--- src/rtl/rsa_result_demux.sv ---
// Result steering for the RSA iteration core: beats 1..N-1 go to the feedback path and beat N goes to the result port.
// Optional macro RSA_RESULT_DEMUX_PARITY_EN adds out_par, the even parity of out_data.
module rsa_result_demux #(
    parameter int WIDTH = 6,
    parameter int CNT_W = 6
) (
    input  logic             clk,
    input  logic             rst_n,
    input  logic             start,
    input  logic [CNT_W-1:0] iter_count,
    input  logic [WIDTH-1:0] in_data,
    input  logic             in_valid,
    output logic             in_ready,
    output logic [WIDTH-1:0] fb_data,
    output logic             fb_valid,
    input  logic             fb_ready,
    output logic [WIDTH-1:0] out_data,
    output logic             out_valid,
    input  logic             out_ready,
    output logic             sel,
    output logic             busy,
`ifdef RSA_RESULT_DEMUX_PARITY_EN
    output logic             out_par,
`endif
    output logic             done
);

    typedef enum logic [1:0] {
        IDLE  = 2'd0,
        ROUTE = 2'd1,
        FINAL = 2'd2
    } state_t;

    localparam logic [CNT_W-1:0] ONE = {{(CNT_W-1){1'b0}}, 1'b1};

    state_t           r_state;
    state_t           w_nextState;
    logic [CNT_W-1:0] r_rem;
    logic [WIDTH-1:0] r_fbData;
    logic             r_fbValid;
    logic [WIDTH-1:0] r_outData;
    logic             r_outValid;
    logic             r_sel;
`ifdef RSA_RESULT_DEMUX_PARITY_EN
    logic             r_outPar;
`endif

    logic w_last;
    logic w_inReady;
    logic w_accept;
    logic w_fbLoad;
    logic w_outLoad;
    logic w_fbDrain;
    logic w_outDrain;
    logic w_busy;
    logic w_done;

    assign w_last     = (r_rem == ONE);
    assign w_fbDrain  = r_fbValid & fb_ready;
    assign w_outDrain = r_outValid & out_ready;

    // in_ready is a function of state, counter, buffer occupancy and the consumers' ready only.
    always_comb begin
        w_nextState = r_state;
        w_inReady   = 1'b0;
        w_accept    = 1'b0;
        w_fbLoad    = 1'b0;
        w_outLoad   = 1'b0;
        w_busy      = 1'b0;
        w_done      = 1'b0;
        case (r_state)
            IDLE: begin
                if (start) w_nextState = ROUTE;
            end
            ROUTE: begin
                w_busy    = 1'b1;
                w_inReady = w_last ? ~r_outValid : (~r_fbValid | fb_ready);
                w_accept  = in_valid & w_inReady;
                w_fbLoad  = w_accept & ~w_last;
                w_outLoad = w_accept & w_last;
                if (w_outLoad) w_nextState = FINAL;
            end
            FINAL: begin
                w_busy = 1'b1;
                if (w_outDrain) begin
                    w_done      = 1'b1;
                    w_nextState = IDLE;
                end
            end
            default: w_nextState = IDLE;
        endcase
    end

    always_ff @(posedge clk or negedge rst_n) begin
        if (!rst_n) begin
            r_state <= IDLE;
            r_rem   <= '0;
            r_sel   <= 1'b0;
        end else begin
            r_state <= w_nextState;
            if (r_state == IDLE && start) begin
                r_rem <= (iter_count == '0) ? ONE : iter_count;
            end else if (w_accept) begin
                r_rem <= r_rem - ONE;
            end
            if (w_fbLoad) begin
                r_sel <= 1'b1;
            end else if (r_state == FINAL && w_outDrain) begin
                r_sel <= 1'b0;
            end
        end
    end

    // Fill takes priority over drain so a same-cycle drain and fill keeps fb_valid high.
    always_ff @(posedge clk or negedge rst_n) begin
        if (!rst_n) begin
            r_fbData   <= '0;
            r_fbValid  <= 1'b0;
            r_outData  <= '0;
            r_outValid <= 1'b0;
        end else begin
            if (w_fbLoad) begin
                r_fbData  <= in_data;
                r_fbValid <= 1'b1;
            end else if (w_fbDrain) begin
                r_fbValid <= 1'b0;
            end
            if (w_outLoad) begin
                r_outData  <= in_data;
                r_outValid <= 1'b1;
            end else if (w_outDrain) begin
                r_outValid <= 1'b0;
            end
        end
    end

`ifdef RSA_RESULT_DEMUX_PARITY_EN
    always_ff @(posedge clk or negedge rst_n) begin
        if (!rst_n) begin
            r_outPar <= 1'b0;
        end else if (w_outLoad) begin
            r_outPar <= ^in_data;
        end
    end

    assign out_par = r_outPar;
`endif

    assign in_ready  = w_inReady;
    assign fb_data   = r_fbData;
    assign fb_valid  = r_fbValid;
    assign out_data  = r_outData;
    assign out_valid = r_outValid;
    assign sel       = r_sel;
    assign busy      = w_busy;
    assign done      = w_done;

endmodule
--- config.mk ---
export PLATFORM = sky130hd
export DESIGN_NAME = rsa_result_demux
export DESIGN_NICKNAME = d
export VERILOG_FILES = /design/src/rtl/rsa_result_demux.sv
export SDC_FILE = /design/constraint.sdc
export NUM_CORES = 1
export LEC_CHECK = 0
export CORE_MARGIN = 2
export CORE_UTILIZATION = 45
export CTS_CLUSTER_SIZE = 12
export DETAILED_ROUTE_END_ITERATION = 16
export GPL_ROUTABILITY_DRIVEN = 0
export PLACE_DENSITY = 0.77
export SLEW_MARGIN = 20
export SYNTH_ARGS = -nofsm -noshare
export SYNTH_HDL_FRONTEND = slang
export SYNTH_SLANG_ARGS = --single-unit
--- constraint.sdc ---
create_clock -name clk -period 4.7 [get_ports clk]
set_clock_uncertainty 0.05 [all_clocks]
set_input_delay 0.705 -clock clk [delete_from_list [all_inputs] [get_ports clk]]
set_output_delay 0.705 -clock clk [all_outputs]
set_load 0.01 [all_outputs]
==> results.sh <==
export IMPL_status="finished, final reports clean"
export IMPL_ys_async_sr_fraction=1.00
export IMPL_vdd_drop_max_mv=0.343
export IMPL_die_area_um2=3070
export IMPL_die_width_um=55.4
export IMPL_avgRoutedWirePerCell_um=15.0
export IMPL_multi_input_area_um2=561
export IMPL_timing_critical_path_slowest_cell_delay_ps=510
export IMPL_nets=172
export IMPL_drc=0
export IMPL_synth_nets=136
export IMPL_globalRoute_totalOverflow=0
export IMPL_post_synthesis_simple_gate_area_fraction=0.171
export IMPL_initial_utilization=0.476
export IMPL_regArea_um2=576
export IMPL_synth_to_layout_area_growth_pct=32.7
export IMPL_crit_required_ps=3940
export IMPL_yosysTopAreaCellShare=0.484
export IMPL_setup_viol=0
export IMPL_rsz0062_at_grt="false"
export IMPL_post_synth_num_cell_types=29
export IMPL_syn_inst=112
export IMPL_vias_in_the_first_global_route=1063
export IMPL_initial_antenna_violation_count=0
export IMPL_coreArea_um2=2500
export IMPL_dominant_combinational_cell_family_by_area_after_synthesis="simple AND/OR/NAND/NOR gates"
export IMPL_cp_slowest_cell="sky130_fd_sc_hd__clkdlybuf4s50_1"
export IMPL_layout_drive_gt1_share=0.143
export IMPL_grtUsageMet1=0.203
export IMPL_cts_made_buffers=3
export IMPL_final_period_utilization=0.674
export IMPL_groute_layer_met3_usage=0.0867
export IMPL_clkTransAtPathRegs_ps=140
export IMPL_gr_usage_met2=0.335
export IMPL_insertedDiodeCount=0
export IMPL_slew_headroom=0.542
export IMPL_most_frequent_standard_cell_in_the_layout_excluding_fill_and_tap_cells="sky130_fd_sc_hd__clkdlybuf4s50_1"
export IMPL_grt_util_all_layers=0.185
export IMPL_clockBufferDepth=2
export IMPL_ys_top_cells_by_area="sky130_fd_sc_hd__dfrtp_1 (48%), sky130_fd_sc_hd__mux2_2 (12%), sky130_fd_sc_hd__ha_1 (6.3%), sky130_fd_sc_hd__o31ai_1 (3.8%), sky130_fd_sc_hd__a31oi_1 (3.2%)"
export IMPL_die_h_um=55.4
export IMPL_iter_0_drt_violations=34
export IMPL_drv_cap=0
export IMPL_synth_compound_area_share=0.114
export IMPL_port_buffers=35
export IMPL_tns_ps=0
export IMPL_drt_pass1_iterations=7
export IMPL_arrival_time_of_data_at_the_critical_path_endpoint_ps=2410
export IMPL_count_of_yosys_warnings_during_synthesis=0
export IMPL_std_cell_rows=18
export IMPL_mappedNetlistArea_um2=1190
export IMPL_post_cts_resize_count=0
export IMPL_ctsHoldBuffers=0
export IMPL_drt_total_wl_um=2660
export IMPL_grt_start_max_net_pins=24
export IMPL_max_freq_ghz=0.316
export IMPL_detailroute_via_count=979
export IMPL_top_level_ports=36
export IMPL_slew_violations=0
export IMPL_synth_edf_count=0
export IMPL_num_fill_cells=206
export IMPL_clock_latency_ps=320
export IMPL_most_frequently_used_flop_master_after_synthesis="sky130_fd_sc_hd__dfrtp_1"
export IMPL_synth_mux_area_frac=0.123
export IMPL_cts_htree_levels=1
export IMPL_path_common_cell="sky130_fd_sc_hd__clkdlybuf4s50_1"
export IMPL_postCtsSetupRepairBufs=0
export IMPL_routed_via_density=5.53
export IMPL_post_synth_top_area_cell="sky130_fd_sc_hd__dfrtp_1"
export IMPL_static_leakage_power_nw=0.666
export IMPL_critical_path_class="in2out"
export IMPL_yosys_register_bits=23
export IMPL_finalCriticalPeriod_ps=3170
export IMPL_synth_seq_area_share=0.484
export IMPL_post_synth_fa_ha_maj_area_fraction=0.0631
export IMPL_total_count_of_hold_check_failures_in_the_final_report=0
export IMPL_crit_path_max_fanout=12
export IMPL_avgSynthCellArea_um2=10.6
export IMPL_cp_start_kind="input pin"
export IMPL_route_antenna_remaining_nets=0
export IMPL_finalHoldWorstSlack_ps=282
export IMPL_synthesized_area_fraction_occupied_by_xor_and_xnor_cells=0
export IMPL_dp_final_hpwl_um=1970
export IMPL_mostFrequentLayoutCells="sky130_fd_sc_hd__clkdlybuf4s50_1 (34), sky130_fd_sc_hd__dfrtp_1 (23), sky130_fd_sc_hd__mux2_2 (13), sky130_fd_sc_hd__nor2_1 (10), sky130_fd_sc_hd__inv_1 (8)"
export IMPL_power_per_cell_area_nw_per_um2=509
export IMPL_cp_end_kind="output pin"
export IMPL_max_slew_worst_pin_slew_ps=685
export IMPL_clock_tree_root_cell="sky130_fd_sc_hd__clkbuf_4"
export IMPL_cts_sinks=23
export IMPL_tritoncts_clock_tree="built"
export IMPL_timing_critical_path_cells="clkdlybuf4s50_1, nor2b_1, o21a_1, nor3_1, clkdlybuf4s50_1"
export IMPL_most_utilized_layer_in_the_global_route_result="met2"
export IMPL_min_delay_path_class="in2async"
export IMPL_grt_pass1_wl_um=4610
-- per-layer routing --
layer,part of all wire,routed length (µm)
met1,0.43,1150
met2,0.49,1290
met3,0.079,210
met4,0.0023,6
met5,0,0
-- state kept, by name, indices dropped and copies added, names as in the netlist --
register	flops
r_state	2
fb_valid	1
r_rem	6
sel	1
fb_data	6
out_data	6
out_valid	1
-- cells by family after synthesis --
family | after synthesis
flip-flops | 23
buffers and inverters | 12
AND/OR/NAND/NOR | 37
multiplexers | 13
adder cells (fa/ha/maj) | 6
AO/OA/AOI/OAI | 21
-- final timing paths --
kind	start	end	slack (ps)	cells past startpoint
worst min register to register	fb_data[2]	fb_data[2]	470	1
worst max-delay path	fb_ready	in_ready	1530	5
max in group asynchronous	rst_n	out_data[4]	3960	1
worst min-delay path	rst_n	r_state[0]	280	1
min in group clk	fb_data[2]	fb_data[2]	470	1
worst max register to register	r_rem[2]	out_data[1]	2570	4
-- synthesized netlist by cell type, drive strengths merged, types with 2 or more instances --
cell,count
a21oi,3
inv,8
mux2,13
nand2,5
nor2,10
nor2b,2
o31ai,6
nand3b,3
or4,5
o21ai,3
nor3,3
buf,2
dfrtp,23
or2,2
a31oi,6
clkbuf,2
ha,6
-- per-stage QoR --
stage / instances / area, µm² / util / power, W / setup WS, ps
after floorplan: 112 / 1190 / - / 0.000534 / 2460
after global placement: 173 / 1550 / 0.622 / 0.000689 / 1640
after detailed placement: 173 / 1550 / 0.622 / 0.000707 / 1520
after CTS: 177 / 1580 / 0.634 / 0.000810 / 1510
after global routing: 177 / 1580 / 0.632 / 0.000857 / 1410
final: 177 / 1580 / 0.632 / 0.000803 / 1530
-- worst max-delay path, delay by kind of cell --
kind / cells / cell delay, ps
AO/OA/AOI/OAI: 1 / 410
buffers and inverters: 2 / 930
AND/OR/NAND/NOR: 2 / 370
-- power breakdown --
part	switching [W]	internal (W)	total (W)
logic	0.000172	0.000209	0.000381
clock network	0.0000647	0.0000325	0.0000973
registers	0.0000519	0.000273	0.000325
total	0.000289	0.000514	0.000803
-- final cells by class --
cell class / instances / share of cell area
clock buffer: 3 / 0.0143
clock inverter: 1 / 0.00475
inverter: 8 / 0.0190
multi-input combinational: 77 / 0.355
sequential: 23 / 0.365
tap: 30 / 0.0238
timing repair buffer: 35 / 0.219
No activity file was read; power rests on OpenSTA's default activity.
